===== src/rtl/apb_mem_slave_param.sv =====
// APB slave with a word-addressed byte-strobed register memory. Latency: 1 + WAIT_STATES cycles from setup to completion.
// Backpressure: p_ready is held low for WAIT_STATES access cycles. Out-of-range and setup-less accesses complete with p_slverr.
module apb_mem_slave_param #(
  parameter int DATA_WIDTH  = 32,
  parameter int ADDR_WIDTH  = 32,
  parameter int DEPTH       = 16,
  parameter int WAIT_STATES = 0
) (
  input  logic                    p_clk,
  input  logic                    p_reset,
  input  logic                    p_sel,
  input  logic                    p_enable,
  input  logic                    p_write,
  input  logic [ADDR_WIDTH-1:0]   p_add,
  input  logic [DATA_WIDTH-1:0]   p_wdata,
  input  logic [DATA_WIDTH/8-1:0] p_strb,
  output logic [DATA_WIDTH-1:0]   p_rdata,
  output logic                    p_ready,
  output logic                    p_slverr,
  output logic [1:0]              ns
);

  localparam int NBYTES = DATA_WIDTH / 8;
  localparam int OFF_W  = $clog2(NBYTES);
  localparam int IDX_W  = ADDR_WIDTH - OFF_W;
  localparam int MEM_AW = (DEPTH > 1) ? $clog2(DEPTH) : 1;
  localparam int CMP_W  = IDX_W + 32;

  typedef enum logic [1:0] {
    ST_IDLE   = 2'b00,
    ST_SETUP  = 2'b01,
    ST_ACCESS = 2'b10
  } state_t;

  state_t                state_q;
  state_t                state_d;
  logic [3:0]            wcnt_q;
  logic [MEM_AW-1:0]     idx_q;
  logic                  wr_q;
  logic                  oor_q;
  logic [DATA_WIDTH-1:0] mem [DEPTH];

  logic [IDX_W-1:0]      idx;
  logic [MEM_AW-1:0]     mem_idx;
  logic                  oor;
  logic                  setup_edge;
  logic                  proto_err;
  logic                  legal;
  logic                  done;
  logic                  commit;
  logic                  wait_zero;
  logic [DATA_WIDTH-1:0] rd_word;
  logic                  unused_lsbs;

  assign idx     = p_add[ADDR_WIDTH-1:OFF_W];
  assign mem_idx = idx[MEM_AW-1:0];
  // Wide compare so that large indices never alias back into range.
  assign oor     = CMP_W'(idx) >= CMP_W'(DEPTH);

  generate
    if (OFF_W > 0) begin : g_lsbs
      assign unused_lsbs = ^p_add[(OFF_W > 0 ? OFF_W - 1 : 0):0];
    end else begin : g_no_lsbs
      assign unused_lsbs = 1'b0;
    end
  endgenerate

  assign setup_edge = p_sel & ~p_enable;
  assign wait_zero  = (wcnt_q == 4'd0);
  assign rd_word    = oor ? '0 : mem[mem_idx];
  assign ns         = state_q;

  always_comb begin
    proto_err = 1'b0;
    legal     = 1'b0;
    done      = 1'b0;
    commit    = 1'b0;
    p_ready   = 1'b0;
    p_slverr  = 1'b0;
    state_d   = ST_IDLE;

    if (p_sel && p_enable) begin
      if (state_q == ST_SETUP || state_q == ST_ACCESS) begin
        legal = 1'b1;
      end else begin
        proto_err = 1'b1;
      end
    end
    done   = legal & wait_zero;
    commit = done & wr_q & ~oor_q;

    // Outputs are forced low while reset is held, whatever the bus does.
    p_ready  = p_reset & (proto_err | done);
    p_slverr = p_reset & (proto_err | (done & oor_q));

    if (setup_edge) begin
      state_d = ST_SETUP;
    end else if (p_sel && p_enable && !p_ready) begin
      state_d = ST_ACCESS;
    end
  end

  always_ff @(posedge p_clk or negedge p_reset) begin
    if (!p_reset) begin
      state_q <= ST_IDLE;
      wcnt_q  <= 4'd0;
      idx_q   <= '0;
      wr_q    <= 1'b0;
      oor_q   <= 1'b0;
      p_rdata <= '0;
    end else begin
      state_q <= state_d;
      if (setup_edge) begin
        idx_q  <= mem_idx;
        wr_q   <= p_write;
        oor_q  <= oor;
        wcnt_q <= 4'(WAIT_STATES);
        if (!p_write) begin
          p_rdata <= rd_word;
        end
      end else if (legal && !wait_zero) begin
        wcnt_q <= wcnt_q - 4'd1;
      end else if (!p_sel) begin
        wcnt_q <= 4'd0;
      end
    end
  end

  // Write data and strobes are taken on the completion edge, not at setup.
  always_ff @(posedge p_clk or negedge p_reset) begin
    if (!p_reset) begin
      for (int i = 0; i < DEPTH; i++) begin
        mem[i] <= '0;
      end
    end else if (commit) begin
      for (int b = 0; b < NBYTES; b++) begin
        if (p_strb[b]) begin
          mem[idx_q][8*b +: 8] <= p_wdata[8*b +: 8];
        end
      end
    end
  end

endmodule


===== config.mk =====
export PLATFORM = sky130hd
export DESIGN_NAME = apb_mem_slave_param
export DESIGN_NICKNAME = d
export VERILOG_FILES = /design/src/rtl/apb_mem_slave_param.sv
export SDC_FILE = /design/constraint.sdc
export NUM_CORES = 1
export LEC_CHECK = 0
export BUFFER_PORTS_ARGS = -buffer_cell sky130_fd_sc_hd__buf_2
export CAP_MARGIN = 20
export CORE_MARGIN = 4
export CORE_UTILIZATION = 43
export DETAILED_ROUTE_END_ITERATION = 10
export PLACE_DENSITY = 0.68
export SYNTH_ARGS = -nofsm -noshare
export SYNTH_HDL_FRONTEND = slang
export SYNTH_SLANG_ARGS = --single-unit

===== constraint.sdc =====
create_clock -name p_clk -period 3.63 [get_ports p_clk]
set_input_delay 0.1815 -clock p_clk [delete_from_list [all_inputs] [get_ports p_clk]]
set_output_delay 0.1815 -clock p_clk [all_outputs]
set_load 0.03 [all_outputs]

==> results, run 1 <==
- The run finished with clean final reports.
- The number of port buffers is 106.
- The clock skew after layout is 0.0122 ns.
- The synthesized instance count is 1610.
- After detailed placement, the design holds a cell count of 2419.
- The number of buffers on the longest clock path is 3.
- After Yosys synthesis, full adders, half adders and majority gates account for 0.0502% of the synthesized area.
- The worst hold path belongs to the class in2reg.
- Yosys printed 0 warnings.
- The hold violation count in the final report was 0.
- The fraction of synthesis flops using an asynchronous set or reset pin is 100%.
- The via count is 14524.
- CTS built an H-tree with a depth of 2.
- After Yosys synthesis, XOR and XNOR cells account for 0.0702% of the synthesized area.
- The layout has 4839 filler cells.
- The remaining antenna violation count after routing is 0.
- The overflow left after global routing is 0.
- In this run the power density over the cells is 445 nW/µm².
- The final HPWL from detailed placement is 37800 µm.
- The highest clock frequency the design can meet is 0.285 GHz.
- In this run the biggest area consumer among cell types represents 55.8% of the synthesized area.
- The critical path is of the reg2reg type.
- The final critical delay including setup and external delays is 3.51 ns.
- The combinational family with the most area after synthesis is multiplexers.
- The floorplan step defined a die boundary enclosing 61900 µm².
- The synthesized area per cell is 15.5 µm².
- The number of global-route vias before repair is 15445.
- The worst ir drop on vdd is 337 µV.
- The detailed router finished its first iteration with 838 violations.
- Measured on the finished design, the core utilization comes to 49.4%.
- Across all register-to-register paths, the minimum setup slack is 0.12 ns.
- After synthesis, flip-flops and latches occupy 55.8% of the total area.
- The number of antenna diodes in the final layout is 0.
- CTS saw 556 sinks.
- The post-route netlist has 49.9% of its cells at a drive strength greater than 1.
- The endpoint class of the critical path is a register.
- The first global-routing pass estimated 93000 µm of wire.
- The reported max-cap violation count is 0.
- In this run, synthesis inferred 0 flip-flops with an integrated enable.
- The largest net degree at the start of global routing is 174.
- The number of max-slew violations in the final report is 0.
- The number of remaining DRC errors is 0.
- The area fraction in compound gates after synthesis is 2.64%.
- The number of buffers created by CTS is 58.
- Synthesis produced a netlist with a net count of 1684.
- For the pin with the worst max-slew slack, the measured transition is 0.938 ns.
- The register cell area after layout is 13900 µm².
- Measured against its own limit, the worst slew margin works out to 36.9%.
- The standard-cell row count is 88.
- Compared with the post-synthesis result, the final layout area differs by 14.0%.
- The final cycle utilization of the critical path is 96.7%.
- The cell type with the largest total area after synthesis is sky130_fd_sc_hd__dfrtp_1.
- During I/O placement, the number of pins put on the boundary was 109.
- The root buffer cell is sky130_fd_sc_hd__clkbuf_16.
- TritonCTS built the clock tree.
- Setup repair after global routing left no endpoint under its margin.
- The placeable core region is 57600 µm².
- The type of origin of the critical path is a register.
- The dominant synthesized flop cell is sky130_fd_sc_hd__dfrtp_1.
- The floorplan step set the die height to 249 µm.
- The initial antenna violation count is 1.
- Power comes to 0.0127 W.
- Synthesis inferred 556 register bits.
- The final net count is 1799.
- After routing, the total negative slack on setup checks comes to 0 ns.
- The portion of synthesized area spent on multiplexers is 35.3%.
- In the final layout, the multi-input gates occupy 10600 µm².
- Global routing used 19.2% of the available tracks across all layers.
- For the worst setup path, the data arrival time is 4.00 ns.
- The width of the die is 249 µm.
- The routed design has 59800 µm of wire.
- Setup violations remaining at the end of the flow were counted as 0.
- The clock insertion delay at the later pin of the skew report is 0.61 ns.
- The final weighted congestion in routability-driven placement is 0.789.
- The required time of the critical path is 4.11 ns.
- For this design the static power due to leakage is 13.9 nW.
- The mapped netlist covers 24900 µm².
- The post-CTS setup repair buffer count is 0.
- Of the total synthesized cell area, the portion taken by AND, OR, NAND and NOR gates is 4.44%.
- The distinct cell type count of the synthesized netlist is 41.
- Using the TritonRoute via totals, the vias-per-cell ratio works out to 5.74.
- Once the floorplan was initialized, standard cells occupied 43.3% of the core.
- The clock transition at the registers of the reported paths is 0.06 ns.
- The minimum hold slack is 0.0278 ns.
- The non-filler instance count after layout is 2532.
- The first detailed-routing pass took 5 iterations.
- By area the synthesized netlist is led by sky130_fd_sc_hd__dfrtp_1 (56%), sky130_fd_sc_hd__mux2_2 (21%), sky130_fd_sc_hd__mux4_2 (12%), sky130_fd_sc_hd__mux2_4 (1.4%), sky130_fd_sc_hd__nand2_1 (1.4%).
- After detailed routing, the average wire length per cell comes to 23.6 µm.
- The maximum fanout count along the critical path is 18.
-- cell families after synthesis --
kind of cell,Yosys count
DFF,556
xor gates and xnor gates,2
AOI/OAI and AO/OA,96
and+or+nand+nor,205
muxes,646
buffers and inverters,104
adders and majority gates,1
-- final cells by class --
cell class	count	share of cell area, %
inverter	2	0.0264
sequential	556	48.9
clock inverter	9	0.453
multi-input combinational	950	37.4
tap	765	3.36
timing repair buffer	157	3.75
clock buffer	93	6.14
-- power breakdown --
| group | switching [W] | internal [W] | total (W) | leakage (nW) |
|---|---|---|---|---|
| Sequential | 0.0000168 | 0.00622 | 0.00624 | 7.75 |
| Combinational | 0.000406 | 0.000157 | 0.000563 | 5.26 |
| Clock | 0.00240 | 0.00348 | 0.00587 | 0.908 |
| Total | 0.00282 | 0.00985 | 0.0127 | 13.9 |
-- flip-flops by register name, indices dropped and copies added (netlist names) --
signal,count
mem,512
p_rdata,32
idx_q,4
wcnt_q,4
ns,2
oor_q,1
wr_q,1
-- worst max-delay path: stages (launching register included) --
cell and delay, ns:
sky130_fd_sc_hd__dfrtp_1 0.38, sky130_fd_sc_hd__inv_1 0.09, sky130_fd_sc_hd__ha_1 0.21, sky130_fd_sc_hd__or3b_1 0.65, sky130_fd_sc_hd__nor4_1 0.90, sky130_fd_sc_hd__nand2_1 0.65, sky130_fd_sc_hd__mux2_1 0.49
-- synth_stat cells, types with 2 or more instances --
cell                       number
sky130_fd_sc_hd__and3_1        33
sky130_fd_sc_hd__buf_2         16
sky130_fd_sc_hd__nand3_1        7
sky130_fd_sc_hd__o21ai_0       32
sky130_fd_sc_hd__or2_1          3
sky130_fd_sc_hd__or2_2          3
sky130_fd_sc_hd__nand4b_1       2
sky130_fd_sc_hd__a21oi_1        5
sky130_fd_sc_hd__nand2b_1       6
sky130_fd_sc_hd__inv_1          2
sky130_fd_sc_hd__nor4_1         9
sky130_fd_sc_hd__mux4_2       128
sky130_fd_sc_hd__a22o_1        26
sky130_fd_sc_hd__nand2_1       95
sky130_fd_sc_hd__clkbuf_1      77
sky130_fd_sc_hd__nor2_4         4
sky130_fd_sc_hd__buf_6          3
sky130_fd_sc_hd__nor2_2        12
sky130_fd_sc_hd__and2_1         3
sky130_fd_sc_hd__nor2_1         6
sky130_fd_sc_hd__dfrtp_1      556
sky130_fd_sc_hd__mux2_4        24
sky130_fd_sc_hd__mux2_2       472
sky130_fd_sc_hd__or4_1          5
sky130_fd_sc_hd__nor4_2         8
sky130_fd_sc_hd__mux2_1        21
sky130_fd_sc_hd__a211oi_1      26
sky130_fd_sc_hd__a22oi_1        6
sky130_fd_sc_hd__nor2b_1        3
sky130_fd_sc_hd__buf_1          6
-- worst paths after layout --
kind                        startpoint    endpoint  depth (start not counted)
min in group asynchronous      p_reset    mem[109]                          2
min reg2reg                 p_rdata[0]  p_rdata[0]                          2
max in group asynchronous      p_reset    mem[447]                          3
max                          wcnt_q[0]     mem[39]                          6
min                        p_wdata[11]    mem[107]                          2
max reg2reg                  wcnt_q[0]     mem[39]                          6
-- layout by cell type (no fill, tap or decap), types with 9 or more instances in the layout --
cell / count
sky130_fd_sc_hd__a211oi_1: 26
sky130_fd_sc_hd__a22o_1: 26
sky130_fd_sc_hd__and3_1: 33
sky130_fd_sc_hd__buf_2: 103
sky130_fd_sc_hd__buf_4: 32
sky130_fd_sc_hd__clkbuf_1: 22
sky130_fd_sc_hd__clkbuf_16: 61
sky130_fd_sc_hd__clkbuf_8: 11
sky130_fd_sc_hd__dfrtp_1: 556
sky130_fd_sc_hd__dlygate4sd3_1: 11
sky130_fd_sc_hd__mux2_1: 21
sky130_fd_sc_hd__mux2_2: 472
sky130_fd_sc_hd__mux2_4: 24
sky130_fd_sc_hd__mux4_2: 128
sky130_fd_sc_hd__nand2_1: 95
sky130_fd_sc_hd__nor2_2: 12
sky130_fd_sc_hd__nor4_1: 9
sky130_fd_sc_hd__o21ai_0: 32
-- metrics by stage --
step | setup WS, ns | instance area [µm²]
2_1_floorplan | 1.11 | 24900
3_3_place_gp | 0.284 | 26500
3_5_place_dp | 0.245 | 26500
4_1_cts | 0.224 | 28400
5_1_grt | 0.0115 | 28400
6_report | 0.120 | 28400
-- metal layers --
metal	wire, µm	part of all wire [%]	up-vias	global-route usage [%]
met5	12	0.020	-	0
met4	1310	2.2	2	5.00
met3	3810	6.4	91	4.75
met2	28000	47	354	30.3
met1	26600	45	7808	27.0
li1	-	-	6269	-
-- repair_timing --
item | in CTS | in global routing
resized for setup | 0 | 0
hold endpoints to repair | 104 | 0
hold buffers | 11 | 0
No activity file was read; power rests on OpenSTA's default activity.
==> run 2, diff against run 1 <==
- RECOVER_POWER: unset -> 100
==> run 2 against run 1 <==
Effect of this change: the flow now finishes with violations (max-capacitance violations, max-slew violations); clock skew down 0.0030 ns; sequential power about the same; critical path depth is the same; final cell count unchanged; critical endpoint is now mem[172]; highest routed layer unchanged.
==> results, run 2 (synthesized netlist as in run 1, its figures left out) <==
- The type of origin of the critical path is a register.
- met2 is the most crowded layer.
- The number of fill cells in the layout is 4935 (+2.0%).
- The overall routing resource usage came to 19.2% (unchanged).
- Setup repair after global routing left no endpoint under its margin.
- The highest clock frequency the design can meet is 0.283 GHz (-0.66%).
- The number of port buffers came to 106 (unchanged).
- The root buffer cell is sky130_fd_sc_hd__clkbuf_16.
- The final standard cell area without fillers was 28100 µm² (-1.1%).
- The number of remaining DRC errors is 0 (unchanged).
- The number of buffers created by CTS came to 58 (unchanged).
- The clock insertion delay at the later pin of the skew report is 0.61 ns (about the same).
- The largest registers in the layout are mem x512, p_rdata x32.
- The worst reg-to-reg setup slack is 0.1 ns (-0.02 ns).
- The clock skew after layout is 0.00921 ns (-0.00304 ns).
- The maximum fanout count along the critical path is 18 (unchanged).
- The number of top-level pins came to 109 (unchanged).
- The routing usage on met2 is 30.3% (unchanged).
- The endpoint class of the critical path is a register.
- The critical register-to-register path endpoint is mem[172].
- The initial standard-cell utilization of the core is 43.3% (unchanged).
- The post-layout worst setup margin was 0.0966 ns (-0.0233 ns).
- The maximum level of the CTS H-tree is 2 (unchanged).
- The met3 demand-to-capacity share in global routing was 4.75% (unchanged).
- The standard-cell row count is 88 (unchanged).
- The detailed router's first-iteration violation count is 894 (+6.7%).
- The number of global-route vias before repair is 15445 (unchanged).
- The final routed wirelength across all metal layers is 59800 µm (about the same).
- The total of endpoints with negative setup slack in the final report is 0 (unchanged).
- The register cell area after layout was 13900 µm² (unchanged).
- The width of the die is 249 µm (unchanged).
- The via count came to 14519 (-0.034%).
- The total negative slack for setup checks is 0 ns (unchanged).
- The highest cell delay on the worst timing path is 0.96 ns (+0.06 ns).
- The met1 track demand over resource is 27.0% (unchanged).
- The reported max-cap violation count came to 2 (+2).
- The worst hold path belongs to the class in2reg.
- The cell depth of the worst hold path came to 2 (unchanged).
- The remaining antenna violation count after routing came to 0 (unchanged).
- The overall die height is 249 µm (unchanged).
- The final HPWL from detailed placement is 37800 µm (unchanged).
- The top cell types in the final layout, fill and taps aside, are sky130_fd_sc_hd__dfrtp_1 (556), sky130_fd_sc_hd__mux2_2 (473), sky130_fd_sc_hd__mux4_2 (128).
- The sum of buffers and inverters on the critical path came to 1 (unchanged).
- The final weighted congestion in routability-driven placement is 0.789 (unchanged).
- The cell at the slowest stage of the critical path is sky130_fd_sc_hd__nor4_1.
- The worst path arrival time is 4.02 ns (+0.02 ns).
- The setup slack at placement was 0.245 ns (unchanged).
- Traced cell by cell, the critical path runs through inv_1 > ha_1 > or3b_1 > nor4_1 > nand2_1 > mux2_2.
- The final critical delay including setup and external delays is 3.53 ns (+0.0233 ns).
- The initial antenna violation count is 1 (unchanged).
- The TritonCTS clock tree is done.
- The first-pass GRT wire length is 93000 µm (unchanged).
- The ratio of cells with drive above 1 in the final layout is 45.3% (-4.6 points).
- The overflow left after global routing is 0 (unchanged).
- The library cell used most frequently in the layout, excluding fill and tap cells, is sky130_fd_sc_hd__dfrtp_1.
- The number of max-slew violations in the final report came to 341 (+341).
- The wire length per cell after detailed routing is 23.6 µm (about the same).
- The mean number of vias per cell is 5.73 (about the same).
- The final net count is 1799 (unchanged).
- The cell family contributing the most delay on the critical path is simple AND/OR/NAND/NOR gates.
- The number of flip-flops in the largest register is 512 (unchanged).
- The power density relative to cell area is 450 nW/µm² (+1.1%).
- The combined area of the multi-input logic cells is 10500 µm² (-1.6%).
- The placeable core region is 57600 µm² (unchanged).
- The clock transition at the registers of the reported paths is 0.06 ns (about the same).
- The largest net degree at the start of global routing is 174 (unchanged).
- The headroom to the max-slew limit is -17.3% (-54 points).
- The slew at the pin with the worst max-slew slack is 1.76 ns (+0.822 ns).
- The path with the worst hold slack has its endpoint at mem[249].
- The most flop-heavy register is mem.
- The number of search-and-repair iterations in the first detailed-routing pass came to 5 (unchanged).
- The hold violation count in the final report came to 0 (unchanged).
- The cell area after placement is 26500 µm² (unchanged).
- The synthesis-to-finish area growth is 12.7%.
- The die footprint is 61900 µm² (unchanged).
- The depth of the worst register-to-register path is 6 (unchanged).
- The final reports fail on max-capacitance violations, max-slew violations.
- The start point of the worst min-delay path is p_wdata[25].
- The number of buffers on the longest clock path came to 3 (unchanged).
- The flow ran to the end, but the final reports show violations.
- The static leakage is 13.6 nW (-2.1%).
- The worst ir drop on vdd is 338 µV (+0.19%).
- The antenna cell count is 0 (unchanged).
- The final cycle utilization of the critical path is 97.3% (+0.64 points).
- The required time of the critical path is 4.12 ns (about the same).
- The launch point of the worst reg-to-reg path is wcnt_q[0].
- The path type of the worst setup path is reg2reg.
- The TritonCTS sink count is 556 (unchanged).
==> run 2: worst max-delay path by stage <==
stage               endpoint  cells after the start       from
floorplan           mem[456]                      8  wcnt_q[0]
global placement     mem[39]                      6  wcnt_q[0]
detailed placement   mem[39]                      6  wcnt_q[0]
CTS                  mem[62]                      6  wcnt_q[0]
global route        mem[171]                      6  wcnt_q[0]
finish              mem[172]                      6  wcnt_q[0]
==> run 2: what timing repair did <==
item / 4_1_cts / 5_1_grt
endpoints found under the hold margin: 104 / 0
setup buffers: 0 / 0
resized for setup: 0 / 0
hold buffers: 11 / 0
endpoints found under the setup margin: 0 / 0
==> run 2: power by group <==
group	total [W]	switching, W	internal [W]	leakage [nW]
Combinational	0.000548	0.000398	0.000150	4.97
Sequential	0.00624	0.0000170	0.00622	7.75
Clock	0.00588	0.00240	0.00348	0.908
Total	0.0127	0.00282	0.00985	13.6
==> run 2: final cells by class <==
type                    count  area share, %
inverters                   2         0.0267
clock inverters             9          0.458
flip-flops and latches    556           49.5
well taps                 765           3.40
multi-input cells         950           37.2
repair buffers            157           3.24
clock buffers              93           6.21
==> run 2: worst reg2reg max path, delay by kind of cell, from the launching register on <==
kind / cells / cell delay (ns)
buffers and inverters: 1 / 0.09
AND/OR/NAND/NOR: 3 / 2.26
flip-flops: 1 / 0.38
adder cells (fa/ha/maj): 1 / 0.22
multiplexers: 1 / 0.47
==> run 2: layer usage <==
metal	share of wire (%)	wire (µm)
met5	0.020	12
met4	2.4	1410
met3	6.6	3940
met2	47	27900
met1	44	26500
==> run 2: stage by stage <==
stage	power (W)	cells	util [%]	hold WS [ns]
CTS	0.0128	2532	49.4	0.000403
finish	0.0127	2532	48.8	0.0164
global route	0.0131	2532	48.8	0.0372
global placement	0.00690	2419	46.0	0.169
floorplan	0.00660	1610	-	-0.114
detailed placement	0.00691	2419	46.0	0.188
